[config.mk]
export PLATFORM = sky130hd
export DESIGN_NAME = pulse_request_arbiter
export DESIGN_NICKNAME = d
export VERILOG_FILES = /design/src/rtl/pulse_request_arbiter_pkg.sv /design/src/rtl/pulse_request_arbiter_edge.sv /design/src/rtl/pulse_request_arbiter.sv
export SDC_FILE = /design/constraint.sdc
export NUM_CORES = 1
export LEC_CHECK = 0
export ABC_CLOCK_PERIOD_IN_PS = 1400
export CAP_MARGIN = 10
export CORE_ASPECT_RATIO = 1.2
export CORE_UTILIZATION = 45
export DETAILED_ROUTE_END_ITERATION = 8
export DONT_BUFFER_PORTS = 1
export PLACE_DENSITY = 0.6
export RECOVER_POWER = 50
export SLEW_MARGIN = 20
export SYNTH_ARGS = -nofsm -noshare
export SYNTH_HDL_FRONTEND = slang
export SYNTH_HIERARCHICAL = 1
export SYNTH_SLANG_ARGS = --single-unit
export TNS_END_PERCENT = 5
[constraint.sdc]
create_clock -name clock -period 1.4 [get_ports clock]
set_input_delay 0.28 -clock clock [delete_from_list [all_inputs] [get_ports clock]]
set_output_delay 0.28 -clock clock [all_outputs]
set_load 0.05 [all_outputs]
[src/rtl/pulse_request_arbiter_pkg.sv]
// Shared definitions for the pulse request arbiter: FSM encoding and a
// constant clog2 helper for sizing channel indices.
`timescale 1ns/1ps
package pulse_request_arbiter_pkg;

    typedef enum logic {
        IDLE  = 1'b0,
        ISSUE = 1'b1
    } arb_state_e;

    function automatic int clog2(input int value);
        int result;
        int remaining;
        result    = 0;
        remaining = value - 1;
        while (remaining > 0) begin
            result++;
            remaining = remaining >> 1;
        end
        return result;
    endfunction

endpackage

[src/rtl/pulse_request_arbiter_edge.sv]
// One button channel: multi-flop synchroniser followed by a rising-edge
// detector that emits a single-cycle pulse per press.
`timescale 1ns/1ps
module pulse_edge_channel
    import pulse_request_arbiter_pkg::*;
#(
    parameter int SYNC_STAGES = 2
) (
    input  logic clock,
    input  logic reset_n,
    input  logic btn_raw,
    output logic pulse
);

    logic [SYNC_STAGES-1:0] sync_q;
    logic                   prev_q;

    always_ff @(posedge clock or negedge reset_n) begin
        if (!reset_n) begin
            sync_q <= '0;
            prev_q <= 1'b0;
        end else begin
            sync_q <= {sync_q[SYNC_STAGES-2:0], btn_raw};
            prev_q <= sync_q[SYNC_STAGES-1];
        end
    end

    // Only the synchronised level is compared, so holding the button never
    // produces more than one pulse.
    assign pulse = sync_q[SYNC_STAGES-1] & ~prev_q;

endmodule

[src/rtl/pulse_request_arbiter.sv]
// Shares one valid/ready command port between N button channels: latches
// each press as a pending request and issues them round-robin.
`timescale 1ns/1ps
module pulse_request_arbiter
    import pulse_request_arbiter_pkg::*;
#(
    parameter int N_REQ       = 4,
    parameter int SYNC_STAGES = 2,
    parameter int ID_W        = 2
) (
    input  logic             clock,
    input  logic             reset_n,
    input  logic [N_REQ-1:0] btn,
    output logic             req_valid,
    output logic [ID_W-1:0]  req_id,
    input  logic             req_ready,
    output logic [N_REQ-1:0] pending,
    output logic [N_REQ-1:0] overflow
);

    logic [N_REQ-1:0] pulse;
    logic [N_REQ-1:0] pending_q;
    logic [N_REQ-1:0] pending_d;
    logic [N_REQ-1:0] overflow_q;
    logic [N_REQ-1:0] overflow_d;
    logic [N_REQ-1:0] xfer_mask;
    arb_state_e       state_q;
    logic             req_valid_q;
    logic [ID_W-1:0]  req_id_q;
    logic [ID_W-1:0]  last_grant_q;
    logic             transfer;
    logic             rr_found;
    logic [ID_W-1:0]  rr_id;
    logic [ID_W-1:0]  rr_cand;

    for (genvar i = 0; i < N_REQ; i++) begin : g_chan
        pulse_edge_channel #(
            .SYNC_STAGES(SYNC_STAGES)
        ) u_chan (
            .clock  (clock),
            .reset_n(reset_n),
            .btn_raw(btn[i]),
            .pulse  (pulse[i])
        );
    end

    assign transfer = (state_q == ISSUE) && req_ready;

    always_comb begin
        xfer_mask = '0;
        for (int i = 0; i < N_REQ; i++) begin
            xfer_mask[i] = transfer && (req_id_q == ID_W'(i));
        end
    end

    // A new pulse wins over the clear of the same edge; overflow only flags a
    // repeat press that lands while the request is still waiting.
    assign pending_d  = (pending_q & ~xfer_mask) | pulse;
    assign overflow_d = overflow_q | (pulse & pending_q & ~xfer_mask);

    always_comb begin
        rr_found = 1'b0;
        rr_id    = '0;
        rr_cand  = '0;
        for (int off = 1; off <= N_REQ; off++) begin
            rr_cand = ID_W'((int'(last_grant_q) + off) % N_REQ);
            if (!rr_found && pending_q[rr_cand]) begin
                rr_found = 1'b1;
                rr_id    = rr_cand;
            end
        end
    end

    always_ff @(posedge clock or negedge reset_n) begin
        if (!reset_n) begin
            pending_q  <= '0;
            overflow_q <= '0;
        end else begin
            pending_q  <= pending_d;
            overflow_q <= overflow_d;
        end
    end

    // last_grant resets to the top channel so channel 0 is searched first.
    always_ff @(posedge clock or negedge reset_n) begin
        if (!reset_n) begin
            state_q      <= IDLE;
            req_valid_q  <= 1'b0;
            req_id_q     <= '0;
            last_grant_q <= ID_W'(N_REQ - 1);
        end else begin
            case (state_q)
                IDLE: begin
                    if (rr_found) begin
                        req_id_q    <= rr_id;
                        req_valid_q <= 1'b1;
                        state_q     <= ISSUE;
                    end
                end
                ISSUE: begin
                    if (req_ready) begin
                        last_grant_q <= req_id_q;
                        req_valid_q  <= 1'b0;
                        state_q      <= IDLE;
                    end
                end
                default: begin
                    state_q     <= IDLE;
                    req_valid_q <= 1'b0;
                end
            endcase
        end
    end

    assign req_valid = req_valid_q;
    assign req_id    = req_id_q;
    assign pending   = pending_q;
    assign overflow  = overflow_q;

endmodule

==> results.md, run 1 <==
- Final setup violation count: 0
- Clock Latency Late Sink: 0.31 ns
- Arr. time, crit path: between 1 and 1.5 ns
- Synth area leaders: dfrtp_1 59%, nor2b_4 6.8%, dfstp_2 5.2%, nand2_1 3.0%, a21oi_1 2.0%
- CTS tree: done
- CP delay by family, top: flip-flops
- Grt total ovfl: 0
- Synth cell count leaders: 24 x dfrtp_1, 8 x nand2_1, 5 x nor2_1, 5 x nor2b_4, 4 x a21oi_1
- Fin crit share: 97.3%
- CP max-delay cell: dfrtp_2
- Pleak: between 0.5 and 0.6 nW
- Final ANT Viol Nets: 0
- Site row count: 18
- Mapped Area: 0.00101 mm^2
- Maximum vdd ir drop: 1.14 mV
- Hold endpoint: last_grant_q[1]$_DFFE_PN1P_
- Max_cap viols: 0
- Fill cells: ~170
- Vias in the first global route: 615
- Stages on worst setup path: 2
- Clock slew at reported path FFs: 0.13 ns
- Syn nets: 87
- Layout area overhead: 18.3%
- Min Tclk post-route: roughly 1.4 ns
- Total Wirelength: 1550 um
- Post-route cell area: 0.00119 mm^2
- Die area: 0.00244 mm^2
- Hold Vio Cnt, Final: 0
- Clock tree buffer depth: 2
- Crit path capture type: output pin
- Final slew viol count: 0
- Hold path start: req_ready
- Worst Setup Start Kind: flop
- Yosys reg bits: 26
- Sink Count: 26
- Root Buffer: clkbuf_4
- Status: finished, final reports clean
- Sequential element share of the synthesized area: 64.7%
- Yosys top cell area share: 59.5%
- Die X: 45.2 um
- First-pass GRT wire length: 2560 um
- Worst slew margin: 59.9%
- Worst hold path class: in2reg
- Required @ worst endpoint: 1.12 ns
- Fin nets: 105
- Antenna Cells: 0
- Register area: 658 um^2
- Largest net degree at the start of global routing: 27
- Clk_skew: 0.0100 ns
- Starting Density: 48.2%
- Synth Area per Inst: between 10 and 15 um^2
- DRC viols: 0
- Multi-input logic area: 335 um^2
- Area leader, netlist: dfrtp_1
- Setup Crit Path Kind: reg2out
- Worst Path Max Fanout: 6
- Critical Path Most Common Cell: buf_4
- RSZ-0062 raised after global routing: yes
- Synth warn: 6
- Top-level I/O count: 18
- R2R Path Start: pending[2]$_DFF_PN0_
- Power Dens Cells: 1850 mW/mm^2
- Dpl cell area: approximately 0.0011 mm^2
- Mapped Cells: 80
- Core area: 0.00209 mm^2
- Crit path cell chain: buf_4 -> buf_4
- Unique cell type count in the Yosys netlist: 29
- CTS Buf Count: 3
- Number of enable flip-flop cells after synthesis: 0
- Dominant synthesized flop cell: dfrtp_1
- Via density: roughly 5.0
- Hold Crit Depth: 2
- DR WL/cell: 12.2 um
- R2R depth: 4
- Drt initial violations: 2
- Most frequent cell after synthesis: dfrtp_1
- PortBufs: 0
- Antenna violations before repair: 0
- HPWL after detailed placement: ~1100 um
- GRT Total Usage: 14.9%
- Vias: 637
- Tightest Pin Transition: 0.602 ns
- Layout cells sized above 1: between 20% and 30%
- R2r setup slk: 0.05 ns
- Buf/Inv on CP: 2
- R2R Path End: req_id[0]$_DFFE_PN0P_
- Max Freq: 734 MHz
- Routability Congestion: between 0.8 and 0.9
- Die span in y: 53.9 um
- WHS: 0.0933 ns
- Async SR Flop Fraction: 100%
- Worst stage delay on the critical path: about 0.43 ns
- H-tree lvl count: 1
- First-pass DRT Iterations: 2
[what timing repair did]
action / in CTS / in global routing
hold buffers: 6 / 0
setup endpoints to repair: 0 / 1
hold endpoints to repair: 30 / 0
buffers inserted: 0 / 0
resized for setup: 0 / 0
[report_power, final]
group          switching [mW]  internal (mW)
Sequential              0.156          0.900
Combinational           0.523          0.322
Clock                   0.200          0.111
Total                   0.880           1.33
[per-layer routing]
metal  global-route usage (%)  wire length [um]  vias to the layer above
met3                     2.68                61                        4
met4                     9.60                20                        0
met2                     24.4               770                       14
met1                     18.0               697                      307
met5                        0                 0                        -
li1                         -                 -                      312
[worst max-delay path by stage]
stage,end,start
3_5_place_dp,req_id[0]$_DFFE_PN0P_,pending[2]$_DFF_PN0_
3_3_place_gp,req_id[0]$_DFFE_PN0P_,pending[2]$_DFF_PN0_
5_1_grt,req_id[0]$_DFFE_PN0P_,pending[2]$_DFF_PN0_
6_report,pending[0],pending[0]$_DFF_PN0_
4_1_cts,pending[0],pending[0]$_DFF_PN0_
2_1_floorplan,req_id[0]$_DFFE_PN0P_,pending[3]$_DFF_PN0_
[final cells by class]
class                           count  area share [%]
Sequential cell                    26            55.1
Multi-Input combinational cell     49            28.1
Timing Repair Buffer               16            10.9
Tap cell                           30            3.14
Clock buffer                        4            2.20
Inverter                            2           0.628
[metrics by stage]
stage / util [%] / total power [mW] / std cells / TNS [ns] / worst slack (ns)
2_1_floorplan: - / 1.67 / 80 / -0.203 / -0.102
3_3_place_gp: 53.2 / 1.89 / 117 / 0 / 0.0916
4_1_cts: 57.8 / 2.24 / 127 / 0 / 0.0269
6_report: 57.0 / 2.21 / 127 / 0 / 0.0383
5_1_grt: 57.0 / 2.36 / 127 / -0.0101 / -0.0101
3_5_place_dp: 53.2 / 1.90 / 117 / 0 / 0.0685
[worst register-to-register path: cells and delay by family (launching register included)]
family,cells,cell delay (ns)
AOI/OAI and AO/OA,1,0.04
DFF,1,0.42
and+or+nand+nor,3,0.77
[flip-flops by register name, summed over array words and instances (netlist names)]
signal,count
overflow,4
req_id,2
req_valid,1
g_chan.u_chan/sync_q,8
last_grant_q,2
state_q,1
pending,4
g_chan.u_chan/prev_q,4
[cell families after synthesis]
logic type | share of synthesized area, %
compound gates | 11.8
xor+xnor | 0.868
buf+inv | 2.11
flops | 64.7
mux | 2.11
simple gates | 18.5
[layout by cell type, fill, tap and decap left out]
cell type      netlist  routed
inv_1                2       2
or2_2                1       1
o21a_1               1       1
a31oi_1              2       2
or4_4                1       1
o21bai_1             2       2
xnor2_1              1       1
nand3_1              2       2
dfrtp_2              0       4
a21o_1               2       2
clkbuf_4             0       3
or3b_1               1       1
dfstp_2              2       2
mux2i_1              1       1
clkbuf_1             1       1
a21boi_0             1       1
nand4_1              1       1
o31ai_1              1       1
a31o_2               1       1
nor2_1               5       5
nand3b_1             1       1
nand2_1              8       8
dlygate4sd3_1        0       5
mux2_2               1       1
buf_4                0      10
nand2b_1             3       3
dfrtp_1             24      20
a221o_1              1       1
nor2b_4              5       5
clkbuf_2             1       1
o21ai_0              3       3
a21oi_1              4       4
Note: power is estimated with default switching activity, not from simulation.
==> run 2, diff against run 1 <==
--- a/config.mk
+++ b/config.mk
@@ -5,6 +5,7 @@
 export SDC_FILE = /design/constraint.sdc
 export NUM_CORES = 1
 export LEC_CHECK = 0
+export ABC_AREA = 1
 export ABC_CLOCK_PERIOD_IN_PS = 1400
 export CAP_MARGIN = 10
 export CORE_ASPECT_RATIO = 1.2
==> run 2 against run 1 <==
  * The flow now finishes with violations (negative setup slack)
  * Clock skew decreased by 0.0076 ns
  * Flip-flop and latch count unchanged
  * Wire length increased by 39%
  * Area after synthesis increased by 14%
  * Total power increased by 67%
  * Global-route usage increased by 3.2 points
  * Critical path depth increased by 10
  * Setup slack got worse by 0.15 ns
  * Highest routed layer unchanged
==> results.md, run 2 <==
- Min Tclk post-route: 1.51 ns (+0.153 ns)
- Antenna Cells: 0 (unchanged)
- CP max-delay cell: dfstp_2
- Most frequent cell after synthesis: nand2_1
- Post-synthesis mux area share: 0% (-2.1 points)
- Layout area overhead: 27.4%
- Post-Synth Simple-Gate Area: 28.3% (+9.9 points)
- Unique cell type count in the Yosys netlist: 20 (-31%)
- Hold Vio Cnt, Final: 0 (unchanged)
- H-tree lvl count: 1 (unchanged)
- Syn nets: 131 (+51%)
- Post-synthesis adder-cell area fraction: 0% (unchanged)
- DR WL/cell: 12.0 um (-1.8%)
- Clock slew at reported path FFs: 0.13 ns (about the same)
- Area leader, netlist: dfrtp_1
- Most common cell after layout, fill and taps aside: nand2_1
- Overall power: 3.70 mW (+67%)
- Yosys reg bits: 26 (unchanged)
- PortBufs: 0 (unchanged)
- Power Dens Cells: 2520 mW/mm^2 (+36%)
- CTS Buf Count: 3 (unchanged)
- Critical Path Most Common Cell: nand2_4
- Post-Route Setup TNS: -0.292 ns (-0.292 ns)
- Sequential element share of the synthesized area: 56.7% (-8.0 points)
- Layout cells sized above 1: 38.3% (+8.4 points)
- Synth area leaders: dfrtp_1 52%, nand2_1 12%, inv_1 5.5%, dfstp_2 4.6%, nand2_2 3.3%
- Via density: 4.71 (-6.1%)
- Antenna violations before repair: 0 (unchanged)
- Synth cell count leaders: 38 x nand2_1, 24 x dfrtp_1, 17 x inv_1
- Worst setup margin: -0.115 ns (-0.153 ns)
- Clock Latency Late Sink: 0.31 ns (about the same)
- HPWL after detailed placement: 1500 um (+32%)
- GRT Total Usage: 18.1% (+3.2 points)
- Failing checks: negative setup slack
- Clk_skew: 0.00244 ns (-0.00758 ns)
- Fin crit share: 108% (+11 points)
- Die area: 0.00277 mm^2 (+14%)
- Grt total ovfl: 0 (unchanged)
- Yosys top cell area share: 52.1% (-7.4 points)
- Max Freq: 660 MHz (-10%)
- Largest net degree at the start of global routing: 27 (unchanged)
- Most frequent cells in the layout: 30 x nand2_1, 20 x dfrtp_1, 17 x inv_1
- Die X: 48.2 um (+6.5%)
- Final ANT Viol Nets: 0 (unchanged)
- Worst Setup Start Kind: flop
- Vias in the first global route: 867 (+41%)
- Worst stage delay on the critical path: 0.57 ns (+0.14 ns)
- Tightest Pin Transition: 0.591 ns (-0.0111 ns)
- Buf/Inv on CP: 3 (+1)
- Root Buffer: clkbuf_4
- Vias: 848 (+33%)
- Core area: 0.00235 mm^2 (+12%)
- Biggest register: g_chan.u_chan/sync_q
- Pleak: 0.743 nW (+46%)
- Number of enable flip-flop cells after synthesis: 0 (unchanged)
- Synth warn: 6 (unchanged)
- Final setup violation count: 4 (+4)
- Routability Congestion: 0.885 (+6.4%)
- Arr. time, crit path: 1.73 ns (+0.65 ns)
- Mapped Cells: 124 (+55%)
- CTS tree: done
- Final slew viol count: 0 (unchanged)
- Crit path capture type: flop
- Fin nets: 157 (+50%)
- Synth Area in Compound Gates: 6.73% (-5.0 points)
- Post-Synth XOR/XNOR Area: 0% (-0.87 points)
- Status: complete, but fails checks
- Drt initial violations: 12 (+10)
- Setup Crit Path Kind: reg2reg
- Crit path cell chain: buf_6 -> inv_8 -> nand2_2 -> nand2_4 -> nand2_4 -> nand2_4 -> nor2_8 -> nand3_4 -> nand2_4 -> inv_2 -> nand2_1 -> nand2_1
- RSZ-0062 raised after global routing: yes
- CP delay by family, top: simple AND/OR/NAND/NOR gates
- Maximum vdd ir drop: 1.25 mV (+10%)
- Max_cap viols: 0 (unchanged)
- Mapped Area: 0.00115 mm^2 (+14%)
- Worst Path Max Fanout: 9 (+3)
- Die span in y: 57.4 um (+6.6%)
- Worst hold path class: in2reg
- Max reg flops: 8 (unchanged)
- Dominant synthesized flop cell: dfrtp_1
- Synth Area per Inst: 9.29 um^2 (-26%)
- Async SR Flop Fraction: 100% (unchanged)
- Site row count: 19 (+1)
- Clock tree buffer depth: 2 (unchanged)
- Sink Count: 26 (unchanged)
- First-pass GRT wire length: 3460 um (+35%)
- Core Util, Final: 62.4% (+5.3 points)
- Top-level I/O count: 18 (unchanged)
- Worst slew margin: 60.6% (+0.74 points)
- Total Wirelength: 2160 um (+39%)
- Largest family of logic cells by synthesized area: simple AND/OR/NAND/NOR gates
- First-pass DRT Iterations: 4 (+2)
- Required @ worst endpoint: 1.61 ns (+0.49 ns)
- Starting Density: 49.0% (+0.76 points)
- DRC viols: 0 (unchanged)
run 2: cell types whose count changed in the layout (fill, tap and decap cells not counted), sizes merged, moves of 3 or more:
cell / before / now
nand2: 8 / 47
inv: 2 / 21
buf: 10 / 16
nand3: 2 / 7
nor2b: 5 / 0
nand2b: 3 / 0
o21ai: 3 / 6
run 2: repair_timing:
action                     CTS  global route
pin swaps                    4             7
setup buffers                4             2
hold endpoints to repair    30            24
setup endpoints to repair    4             4
gates resized for setup      3            18
hold buffers                 5             1
run 2: kinds of logic after synthesis:
kind of cell | Yosys count
AOI/OAI and AO/OA | 13
and+or+nand+nor | 63
buffers and inverters | 22
DFF | 26
run 2: where the power goes:
group / internal [mW] / switching, mW / total [mW]
clock network: 0.159 / 0.198 / 0.357
registers: 0.937 / 0.247 / 1.18
logic: 0.799 / 1.36 / 2.16
total: 1.89 / 1.80 / 3.70
run 2: cell type report:
type	instances	area, um^2
clock buffers	4	36.3
well taps	31	38.8
multi-input cells	76	469
inverters	21	88.8
repair buffers	22	176
flip-flops and latches	26	658
fillers	191	886
run 2: metal layers:
layer | wire length [um] | track usage [%] | vias up
met5 | 0 | 0 | -
met4 | 15 | 8.73 | 0
met3 | 48 | 3.16 | 2
met2 | 1220 | 31.2 | 12
met1 | 877 | 20.4 | 406
li1 | - | - | 428
run 2: path summary, 6_finish.rpt:
path                                                 startpoint                                   end  slack (ns)  cells past startpoint
min in group asynchronous                               reset_n                 overflow[3]$_DFF_PN0_        0.49                      2
setup / recovery                    last_grant_q[0]$_DFFE_PN1P_                 req_id[1]$_DFFE_PN0P_       -0.11                     12
max in group asynchronous                               reset_n                  pending[0]$_DFF_PN0_        0.50                      2
setup reg to reg                    last_grant_q[0]$_DFFE_PN1P_                 req_id[1]$_DFFE_PN0P_       -0.11                     12
hold / removal                                        req_ready                     state_q$_DFF_PN0_        0.04                      1
hold reg to reg            g_chan[1].u_chan/sync_q[0]$_DFF_PN0_  g_chan[1].u_chan/sync_q[1]$_DFF_PN0_        0.37                      0
run 2: per-stage QoR:
step / std cells / setup WS [ns] / cell area (um^2) / hold WS, ns
6_report: 180 / -0.115 / 1470 / 0.0427
5_1_grt: 180 / -0.202 / 1470 / 0.0210
4_1_cts: 177 / -0.0930 / 1380 / 0.0335
3_5_place_dp: 164 / -0.123 / 1260 / -0.0150
3_3_place_gp: 164 / -0.0759 / 1260 / -0.0150
2_1_floorplan: 124 / -0.0267 / 1160 / -0.0156
run 2: worst reg2reg max path: cells and delay by family, from the launching register on:
| kind | cells | cell delay, ns |
|---|---|---|
| simple gates | 9 | 0.67 |
| buf+inv | 3 | 0.19 |
| flops | 1 | 0.57 |
